==> config.mk <==
export PLATFORM = sky130hd
export DESIGN_NAME = sa_scheduler
export DESIGN_NICKNAME = d
export VERILOG_FILES = /design/src/rtl/sa_pkg.sv /design/src/rtl/rr_arbiter.sv /design/src/rtl/sa_scheduler.sv
export SDC_FILE = /design/constraint.sdc
export NUM_CORES = 1
export LEC_CHECK = 0
export CORE_ASPECT_RATIO = 1.25
export CORE_MARGIN = 4
export CORE_UTILIZATION = 55
export DETAILED_ROUTE_END_ITERATION = 12
export PLACE_DENSITY = 0.78
export SLEW_MARGIN = 30
export SYNTH_ARGS = -nofsm -noshare
export SYNTH_HDL_FRONTEND = slang
export SYNTH_HIERARCHICAL = 1
export SYNTH_SLANG_ARGS = --single-unit
==> constraint.sdc <==
create_clock -name clk -period 2.3 [get_ports clk]
set_input_delay 0.46 -clock clk [delete_from_list [all_inputs] [get_ports clk]]
set_output_delay 0.46 -clock clk [all_outputs]
set_load 0.05 [all_outputs]
==> src/rtl/sa_pkg.sv <==
// Shared definitions for the systolic-array job scheduler: FSM state encoding
// and a width helper used for index and counter sizing.
package sa_pkg;

    typedef enum logic [2:0] {
        ST_IDLE,
        ST_GRANT,
        ST_LOAD,
        ST_WAIT_CAL,
        ST_DRAIN,
        ST_DONE
    } state_t;

    // Bits needed to hold values 0..value-1, never less than one bit.
    function automatic int clog2(input int value);
        int width;
        width = 1;
        while ((1 << width) < value) width++;
        return width;
    endfunction

endpackage

==> src/rtl/rr_arbiter.sv <==
// Round-robin arbiter: the search starts one past the last winner and wraps,
// so every continuously requesting input is served within NREQ grants.
module rr_arbiter
    import sa_pkg::*;
#(
    parameter int NREQ = 2
) (
    input  logic [NREQ-1:0]        req,
    input  logic [clog2(NREQ)-1:0] last,
    output logic [NREQ-1:0]        grant,
    output logic [clog2(NREQ)-1:0] idx
);

    localparam int IW = clog2(NREQ);

    logic [IW-1:0] cand;

    // Scan from the farthest offset down so the nearest requester wins.
    always_comb begin
        idx   = '0;
        grant = '0;
        cand  = '0;
        for (int i = NREQ; i >= 1; i--) begin
            cand = IW'((int'(last) + i) % NREQ);
            if (req[cand]) idx = cand;
        end
        grant[idx] = |req;
    end

endmodule

==> src/rtl/sa_scheduler.sv <==
// Job scheduler for a systolic array: arbitrates requesters, opens the operand
// load windows, waits for the calculation and drain, then reports done or timeout.
module sa_scheduler
    import sa_pkg::*;
#(
    parameter int X       = 3,
    parameter int N       = 3,
    parameter int Y       = 3,
    parameter int NREQ    = 2,
    parameter int TIMEOUT = 255
) (
    input  logic                   clk,
    input  logic                   sys_rst_n,
    input  logic [NREQ-1:0]        req,
    output logic [NREQ-1:0]        ack,
    output logic [NREQ-1:0]        done,
    output logic                   err,
    output logic [clog2(NREQ)-1:0] grant_id,
    output logic                   busy,
    output logic                   Xin_val,
    output logic                   Yin_val,
    input  logic                   cal_done,
    input  logic                   out_last_rd_en
);

    localparam int IW   = clog2(NREQ);
    localparam int XN   = X * N;
    localparam int NY   = N * Y;
    localparam int MAXL = (XN > NY) ? XN : NY;
    localparam int LW   = clog2(MAXL + 1);
    localparam int TW   = clog2(TIMEOUT + 1);

    localparam logic [LW-1:0] XN_C      = LW'(XN);
    localparam logic [LW-1:0] NY_C      = LW'(NY);
    localparam logic [LW-1:0] MAXL_C    = LW'(MAXL);
    localparam logic [TW-1:0] TIMEOUT_C = TW'(TIMEOUT);

    state_t          state_q, state_d;
    logic [NREQ-1:0] ack_q, ack_d;
    logic [NREQ-1:0] done_q, done_d;
    logic            err_q, err_d;
    logic            busy_q, busy_d;
    logic            xin_val_q, xin_val_d;
    logic            yin_val_q, yin_val_d;
    logic [IW-1:0]   grant_id_q, grant_id_d;
    logic [IW-1:0]   last_q, last_d;
    logic [LW-1:0]   load_cnt_q, load_cnt_d;
    logic [TW-1:0]   tmo_cnt_q, tmo_cnt_d;
    logic            rd_en_q, rd_en_d;

    logic [NREQ-1:0] arb_grant;
    logic [IW-1:0]   arb_idx;
    logic [TW-1:0]   tmo_next;
    logic            rd_fall;

    rr_arbiter #(.NREQ(NREQ)) u_arb (
        .req   (req),
        .last  (last_q),
        .grant (arb_grant),
        .idx   (arb_idx)
    );

    always_comb begin
        state_d    = state_q;
        ack_d      = '0;
        done_d     = '0;
        err_d      = 1'b0;
        xin_val_d  = 1'b0;
        yin_val_d  = 1'b0;
        grant_id_d = grant_id_q;
        last_d     = last_q;
        load_cnt_d = load_cnt_q;
        tmo_cnt_d  = tmo_cnt_q;
        rd_en_d    = out_last_rd_en;
        tmo_next   = tmo_cnt_q + 1'b1;
        rd_fall    = rd_en_q & ~out_last_rd_en;

        case (state_q)
            ST_IDLE: begin
                if (|req) begin
                    state_d    = ST_GRANT;
                    ack_d      = arb_grant;
                    grant_id_d = arb_idx;
                end
            end
            ST_GRANT: begin
                state_d    = ST_LOAD;
                xin_val_d  = 1'b1;
                yin_val_d  = 1'b1;
                load_cnt_d = LW'(1);
            end
            // load_cnt_q counts window cycles already presented, including this one.
            ST_LOAD: begin
                xin_val_d  = (load_cnt_q < XN_C);
                yin_val_d  = (load_cnt_q < NY_C);
                load_cnt_d = load_cnt_q + 1'b1;
                if (load_cnt_q == MAXL_C) begin
                    state_d    = ST_WAIT_CAL;
                    load_cnt_d = '0;
                    tmo_cnt_d  = '0;
                end
            end
            ST_WAIT_CAL, ST_DRAIN: begin
                tmo_cnt_d = tmo_next;
                if (tmo_next == TIMEOUT_C) begin
                    state_d   = ST_IDLE;
                    err_d     = 1'b1;
                    last_d    = grant_id_q;
                    tmo_cnt_d = '0;
                end else if (state_q == ST_WAIT_CAL && cal_done) begin
                    state_d = ST_DRAIN;
                end else if (state_q == ST_DRAIN && rd_fall) begin
                    state_d            = ST_DONE;
                    done_d[grant_id_q] = 1'b1;
                end
            end
            ST_DONE: begin
                state_d = ST_IDLE;
                last_d  = grant_id_q;
            end
            default: state_d = ST_IDLE;
        endcase

        busy_d = (state_d != ST_IDLE);
    end

    always_ff @(posedge clk or negedge sys_rst_n) begin
        if (!sys_rst_n) begin
            state_q    <= ST_IDLE;
            ack_q      <= '0;
            done_q     <= '0;
            err_q      <= 1'b0;
            busy_q     <= 1'b0;
            xin_val_q  <= 1'b0;
            yin_val_q  <= 1'b0;
            grant_id_q <= '0;
            last_q     <= IW'(NREQ - 1);
            load_cnt_q <= '0;
            tmo_cnt_q  <= '0;
            rd_en_q    <= 1'b0;
        end else begin
            state_q    <= state_d;
            ack_q      <= ack_d;
            done_q     <= done_d;
            err_q      <= err_d;
            busy_q     <= busy_d;
            xin_val_q  <= xin_val_d;
            yin_val_q  <= yin_val_d;
            grant_id_q <= grant_id_d;
            last_q     <= last_d;
            load_cnt_q <= load_cnt_d;
            tmo_cnt_q  <= tmo_cnt_d;
            rd_en_q    <= rd_en_d;
        end
    end

    assign ack      = ack_q;
    assign done     = done_q;
    assign err      = err_q;
    assign busy     = busy_q;
    assign Xin_val  = xin_val_q;
    assign Yin_val  = yin_val_q;
    assign grant_id = grant_id_q;

endmodule

# Word-level counts from Yosys, hierarchy flattened
# Cells that the tools add are included.
[totals] regBits=25 latch_bits=0 ram_bits=0 rom_bits=0 output_inout_bits=9 elab_cells=80 n_memories=0
[classes] n_addsub=4 multipliers=0 div_mod_pow=0 magnitude_cmp=7 n_eq_ne=9 n_shift=0 muxes=32 bitwise_logic=3 n_reduce_logical=14
[op_table] op="8-bit two-way mux" count=2
[op_table] op="8-bit case mux with 2 select lines" count=1
[op_table] op="3-bit two-way mux" count=5
[op_table] op="2-bit two-way mux" count=6
[op_table] op="3-bit case mux with 4 select lines" count=1
[op_table] op="1-bit two-way mux" count=11
[op_table] op="8-bit by 1-bit adder with 8-bit output (second input constant)" count=1
[op_table] op="8-bit == test (second input constant)" count=1
[op_table] op="1-bit by 2-bit < comparator with 1-bit output (second input constant)" count=4
[op_table] op="4-bit case mux with 2 select lines" count=1
[op_table] op="3-bit by 2-bit == test with 1-bit output (second input constant)" count=2
[op_table] op="3-bit == test (second input constant)" count=2
[op_table] op="2-bit AND reduction" count=3
[op_table] op="2-bit nonzero test" count=3
[op_table] op="4-bit by 1-bit adder with 4-bit output (second input constant)" count=1
[op_table] op="4-bit == test (second input constant)" count=1
[op_table] op="1-bit logical AND" count=4
[op_table] op="4-bit < comparator (second input constant)" count=1
[op_table] op="4-bit two-way mux" count=1
[op_table] op="2-bit inequality test (second input constant)" count=2
[op_table] op="1-bit case mux with 2 select lines" count=2
[op_table] op="2-bit OR reduction" count=2
[op_table] op="3-bit by 1-bit == test with 1-bit output (second input constant)" count=1
[op_table] op="3-bit zero test" count=1
[op_table] op="other kinds (7)" count=10

# Longest topological paths before layout
[logic_depth] word_depth=12 ltp_mapped=8 ltp_nobuf=8

# Cells and area by module
# The synthesis kept the hierarchy.
[by_module_without_submodules] module="sa_scheduler" n_inst=1 cells_per_inst=144 area_per_inst_um2=1352.5
[by_module_without_submodules] module="rr_arbiter" n_inst=1 cells_per_inst=4 area_per_inst_um2=26.3

# Worst setup path before layout
# OpenSTA, ideal clock, no wires.
[synth_timing] kind="flip-flop to flip-flop" start="reg tmo_cnt_q[0]" end="reg state_q[0]" setup_time_ns=0.092 t_arrival_ns=1.748 required_ns=2.208 path_slack_ns=0.460 path_stages_with_launch=8 period_less_slack_ns=1.840 path_cell_list="dfrtp_1 -> ha_1 -> and3_2 -> nand4b_1 -> nand3_2 -> and2_4 -> or2_4 -> o31ai_2"
[synth_via] elab_chain_cells=4
[synth_rtl] element="start: declaration" line="sa_scheduler.sv:48" text="logic [TW-1:0] tmo_cnt_q, tmo_cnt_d;"
[synth_rtl] element="start signal: assignment" line="sa_scheduler.sv:152" text="tmo_cnt_q <= tmo_cnt_d;"
[synth_rtl] element="8-bit by 1-bit adder with 8-bit output" line="sa_scheduler.sv:75" text="tmo_next = tmo_cnt_q + 1'b1;"
[synth_rtl] element="8-bit == test" line="sa_scheduler.sv:105" text="if (tmo_next == TIMEOUT_C) begin"
[synth_rtl] element="3-bit two-way mux" line="sa_scheduler.sv:105"
[synth_rtl] element="3-bit case mux with 4 select lines" line="sa_scheduler.sv:78" text="case (state_q)"
[synth_rtl] element="via state_d[0]" line="sa_scheduler.sv:38" text="state_t state_q, state_d;"
[synth_rtl] element="end signal: assignment" line="sa_scheduler.sv:142" text="state_q <= state_d;"
[synth_rtl] element="end: declaration" line="sa_scheduler.sv:38"
# The timed path passes the listed nets, and every way through them passes these cells.
# A chain may end at the register's enable or synchronous reset.

# Final worst setup path
[layout_timing] start="reg grant_id_q (netlist: grant_id)" end="out grant_id"
[layout_lines] element="start: declaration" line="sa_scheduler.sv:45" text="logic [IW-1:0] grant_id_q, grant_id_d;"
[layout_lines] element="start signal: assignment" line="sa_scheduler.sv:149" text="grant_id_q <= grant_id_d;"
[layout_lines] element="end: declaration" line="sa_scheduler.sv:18" text="output logic [clog2(NREQ)-1:0] grant_id,"
# No word-level cell between the ends.

==> reports/results.env <==
STATUS='completed'
CLKSINKCOUNT=25
FP.DIEH_UM=64.0
ROWS=20
DESIGN.FINAL.NETS=173
INITIAL_UTILIZATION_PCT=56.8
GRT_PASS1_VIAS=1108
NUM_PORTS=15
POWER.DENSITY_nW_PER_UM2=1130
SYNTH.FF_LATCH_COUNT=25
INSERTION_DELAY_NS=0.31
POWER.STATIC_LEAKAGE_nW=0.678
SETUP_VIOL_COUNT_FINAL=0
WIRE_PER_INST_UM=14.0
TRITONCTS.NUM_BUFFERS=3
DESIGN_POWER_TOTAL_mW=1.80
DIE_AREA_UM2=3380
CP_DATA_ARRIVAL_TIME_NS=1.59
POSTCTSHOLDBUFS=0
TIMING.SETUP.CRITICAL_PATH_CLASS='flip-flop to output pin'
SYNTH.TOP_CELLS.BY_AREA='sky130_fd_sc_hd__dfrtp_1 44%, sky130_fd_sc_hd__o21ai_0 4.7%, sky130_fd_sc_hd__a21oi_1 4.4%'
TOTALWIRELENGTH_UM=2760
LAYOUT.CELL_AREA.NON_FILLER_UM2=1590
CLKSLEWWORSTSETUPHOLDPATHS_NS=0.12
FRACTION_OF_LAYOUT_CELLS_WITH_A_SIZE_SUFFIX_ABOVE_1_PCT=11.6
CTS-RESIZED-GATES=0
WORST_PATH_MAX_STAGE_DELAY_NS=0.83
FMAX_GHz=0.488
YS.WARNINGS.COUNT=6
CTS_TREE='done'
INITIAL_ANTENNA_VIOLATION_COUNT=0
ASYNC_FLOP_SHARE_PCT=100
GP_ROUTABILITY_CONGESTION=0.812
FINAL_MAX_SLEW_VIOL_COUNT=0
SYNTHCELLS=148
FP.DIEW_UM=52.8
WORSTSETUPSTARTPOINTTYPE='flip-flop'
WIRE_LENGTH_OF_THE_FIRST_GLOBAL_ROUTING_PASS_UM=5000
CRIT_PATH_TOP_DELAY_CELL='sky130_fd_sc_hd__clkdlybuf4s50_1'
FINAL.HOLD.WORST_SLACK_NS=0.492
SYN_AVG_CELL_AREA_UM2=9.32
ANTENNA_VIOLATING_NETS_POST_ROUTE=0
CLOCK-ROOT-BUFFER='sky130_fd_sc_hd__clkbuf_4'
CRIT_BUF_INV=1
HOLD_PATH.CLASS='input pin to async pin'
COREAREA_UM2=2430
DRCVIOLATIONCOUNT=0
SYNTH_AREA_LEADER_CELL='sky130_fd_sc_hd__dfrtp_1'
CTS_SETUP_BUFFERS=0
TIMING.SETUP.TNS_NS=0
DETAILEDROUTE.FIRSTPASSITERATIONCOUNT=4
FILLER_CELL_COUNT=215
SYNTH-MAIN-FF-CELL='sky130_fd_sc_hd__dfrtp_1'
CLK_PATH_BUF_DEPTH=2
CRITICAL-PATH-TOP-DELAY-FAMILY='buffers and inverters'
CRITICAL_PATH_PEAK_FANOUT=6
MAXSLEWHEADROOM_PCT=66.7
POST_SYNTH_NUM_CELL_TYPES=45
PERIOD_SHARE_PCT=89.1
N_ANTENNA_CELL=0
DPL-INSTANCE-AREA_UM2=1560
TOTAL_NUMBER_OF_VIAS=1152
CRITICAL_PATH.CELL_CHAIN='clkdlybuf4s50_1'
IR_WORST_VDD_uV=804
HOLD_VIOLATIONS=0
CP_DATA_REQUIRED_TIME_NS=1.84
GRT_MAX_DEGREE=26
FRACTION_OF_THE_YOSYS_AREA_TAKEN_BY_SEQUENTIAL_CELLS_PCT=45.5
WORSTSETUPENDPOINTTYPE='output pin'
POST-DP-HPWL_UM=2120
GLOBAL_ROUTE.USAGE.TOTAL_PCT=19.2
OVERFLOW=0
NUMBER_OF_ENABLE_TYPE_REGISTER_CELLS_IN_THE_SYNTHESIZED_NETLIST=0
LAYOUT.CELLS.MOST_COMMON='sky130_fd_sc_hd__dfrtp_1'
SYN-NUM-NETS=156
DETAILEDROUTE.FIRSTITERATIONVIOLATIONS=28
GRT_SETUP_UNREPAIRED='false'
YOSYSTOPAREACELLSHARE_PCT=43.6
CTS-HTREE-LEVELS=1
AREA_GROWTH_PCT=15.1
SYNTHESIZED_CELL_AREA_UM2=1380
WORST_CLOCK_SKEW_NS=0.00117
UTILIZATION_PCT=65.4
AVGVIACOUNTPERCELL=5.85
TIGHTEST_SLEW_NS=0.498
BUFFER_PORTS.INSERTED=14
PERIOD_NEEDED_NS=2.05
MOST-COMMON-LAYOUT-CELLS='24 x sky130_fd_sc_hd__dfrtp_1, 14 x sky130_fd_sc_hd__clkdlybuf4s50_1, 13 x sky130_fd_sc_hd__nand2_1, 13 x sky130_fd_sc_hd__o21ai_0, 12 x sky130_fd_sc_hd__a21oi_1'
MAX-CAP-VIOLATIONS=0
[cells in the mapped netlist, types with 3 or more instances]
library cell	count
sky130_fd_sc_hd__nand4b_1	3
sky130_fd_sc_hd__and2_1	3
sky130_fd_sc_hd__o31ai_1	3
sky130_fd_sc_hd__nand2_1	13
sky130_fd_sc_hd__dfrtp_1	24
sky130_fd_sc_hd__nor2b_1	3
sky130_fd_sc_hd__o21ai_0	13
sky130_fd_sc_hd__and3_1	3
sky130_fd_sc_hd__nand2b_1	5
sky130_fd_sc_hd__a21boi_1	3
sky130_fd_sc_hd__inv_1	6
sky130_fd_sc_hd__nor2_1	9
sky130_fd_sc_hd__nor3_1	3
sky130_fd_sc_hd__a21oi_1	12
sky130_fd_sc_hd__a31oi_1	4
sky130_fd_sc_hd__clkbuf_1	4
sky130_fd_sc_hd__nand3_1	4
[where the power goes]
group          switching, mW  internal, mW
sequential             0.196         0.561
clock                  0.120        0.0676
combinational          0.518         0.334
total                  0.834         0.962
[final cells by class]
| type | count | area (µm²) | area share (%) |
|---|---|---|---|
| flip-flops and latches | 25 | 627 | 39.5 |
| multi-input cells | 112 | 707 | 44.6 |
| inverters | 6 | 22.5 | 1.42 |
| clock buffers | 4 | 26.3 | 1.66 |
| well taps | 33 | 41.3 | 2.60 |
| repair buffers | 17 | 163 | 10.3 |
[metal layers]
metal | vias up | routed length, µm | global-route usage [%]
met5 | - | 0 | 0
met4 | 0 | 18 | 6.71
met3 | 4 | 85 | 3.73
met2 | 22 | 1500 | 32.9
met1 | 560 | 1160 | 23.4
li1 | 566 | - | -
[flip-flops by register name, summed over array words and instances (netlist names)]
| name | flops |
|---|---|
| load_cnt_q | 4 |
| Yin_val | 1 |
| err | 1 |
| done | 2 |
| ack | 2 |
| state_q | 3 |
| last_q | 1 |
| rd_en_q | 1 |
| busy | 1 |
| tmo_cnt_q | 8 |
| grant_id | 1 |
[cell families after synthesis]
family	count (synthesis)	share of synthesized area, %
buffers and inverters	11	3.27
and+or+nand+nor	59	24.8
AOI/OAI and AO/OA	47	21.9
muxes	2	1.54
DFF	25	45.5
adders and majority gates	2	1.81
xor gates and xnor gates	2	1.27
[final timing paths]
path | startpoint | end | slack [ns] | depth (start not counted)
max in group asynchronous | sys_rst_n | last_q$_DFFE_PN1P_ | 1.52 | 2
min | sys_rst_n | tmo_cnt_q[7]$_DFFE_PN0P_ | 0.49 | 2
min reg2reg | tmo_cnt_q[4]$_DFFE_PN0P_ | tmo_cnt_q[4]$_DFFE_PN0P_ | 0.56 | 1
max | grant_id$_DFFE_PN0P_ | grant_id | 0.25 | 1
max reg2reg | tmo_cnt_q[0]$_DFFE_PN0P_ | state_q[0]$_DFF_PN0_ | 0.29 | 7
min in group clk | tmo_cnt_q[4]$_DFFE_PN0P_ | tmo_cnt_q[4]$_DFFE_PN0P_ | 0.56 | 1
[through the flow]
| stage | worst slack (ns) | cells |
|---|---|---|
| 6_report | 0.252 | 197 |
| 5_1_grt | 0.100 | 197 |
| 4_1_cts | 0.248 | 197 |
| 3_5_place_dp | 0.319 | 193 |
| 3_3_place_gp | 0.391 | 193 |
| 2_1_floorplan | 0.460 | 148 |
Power figures use the tool's default switching activity.
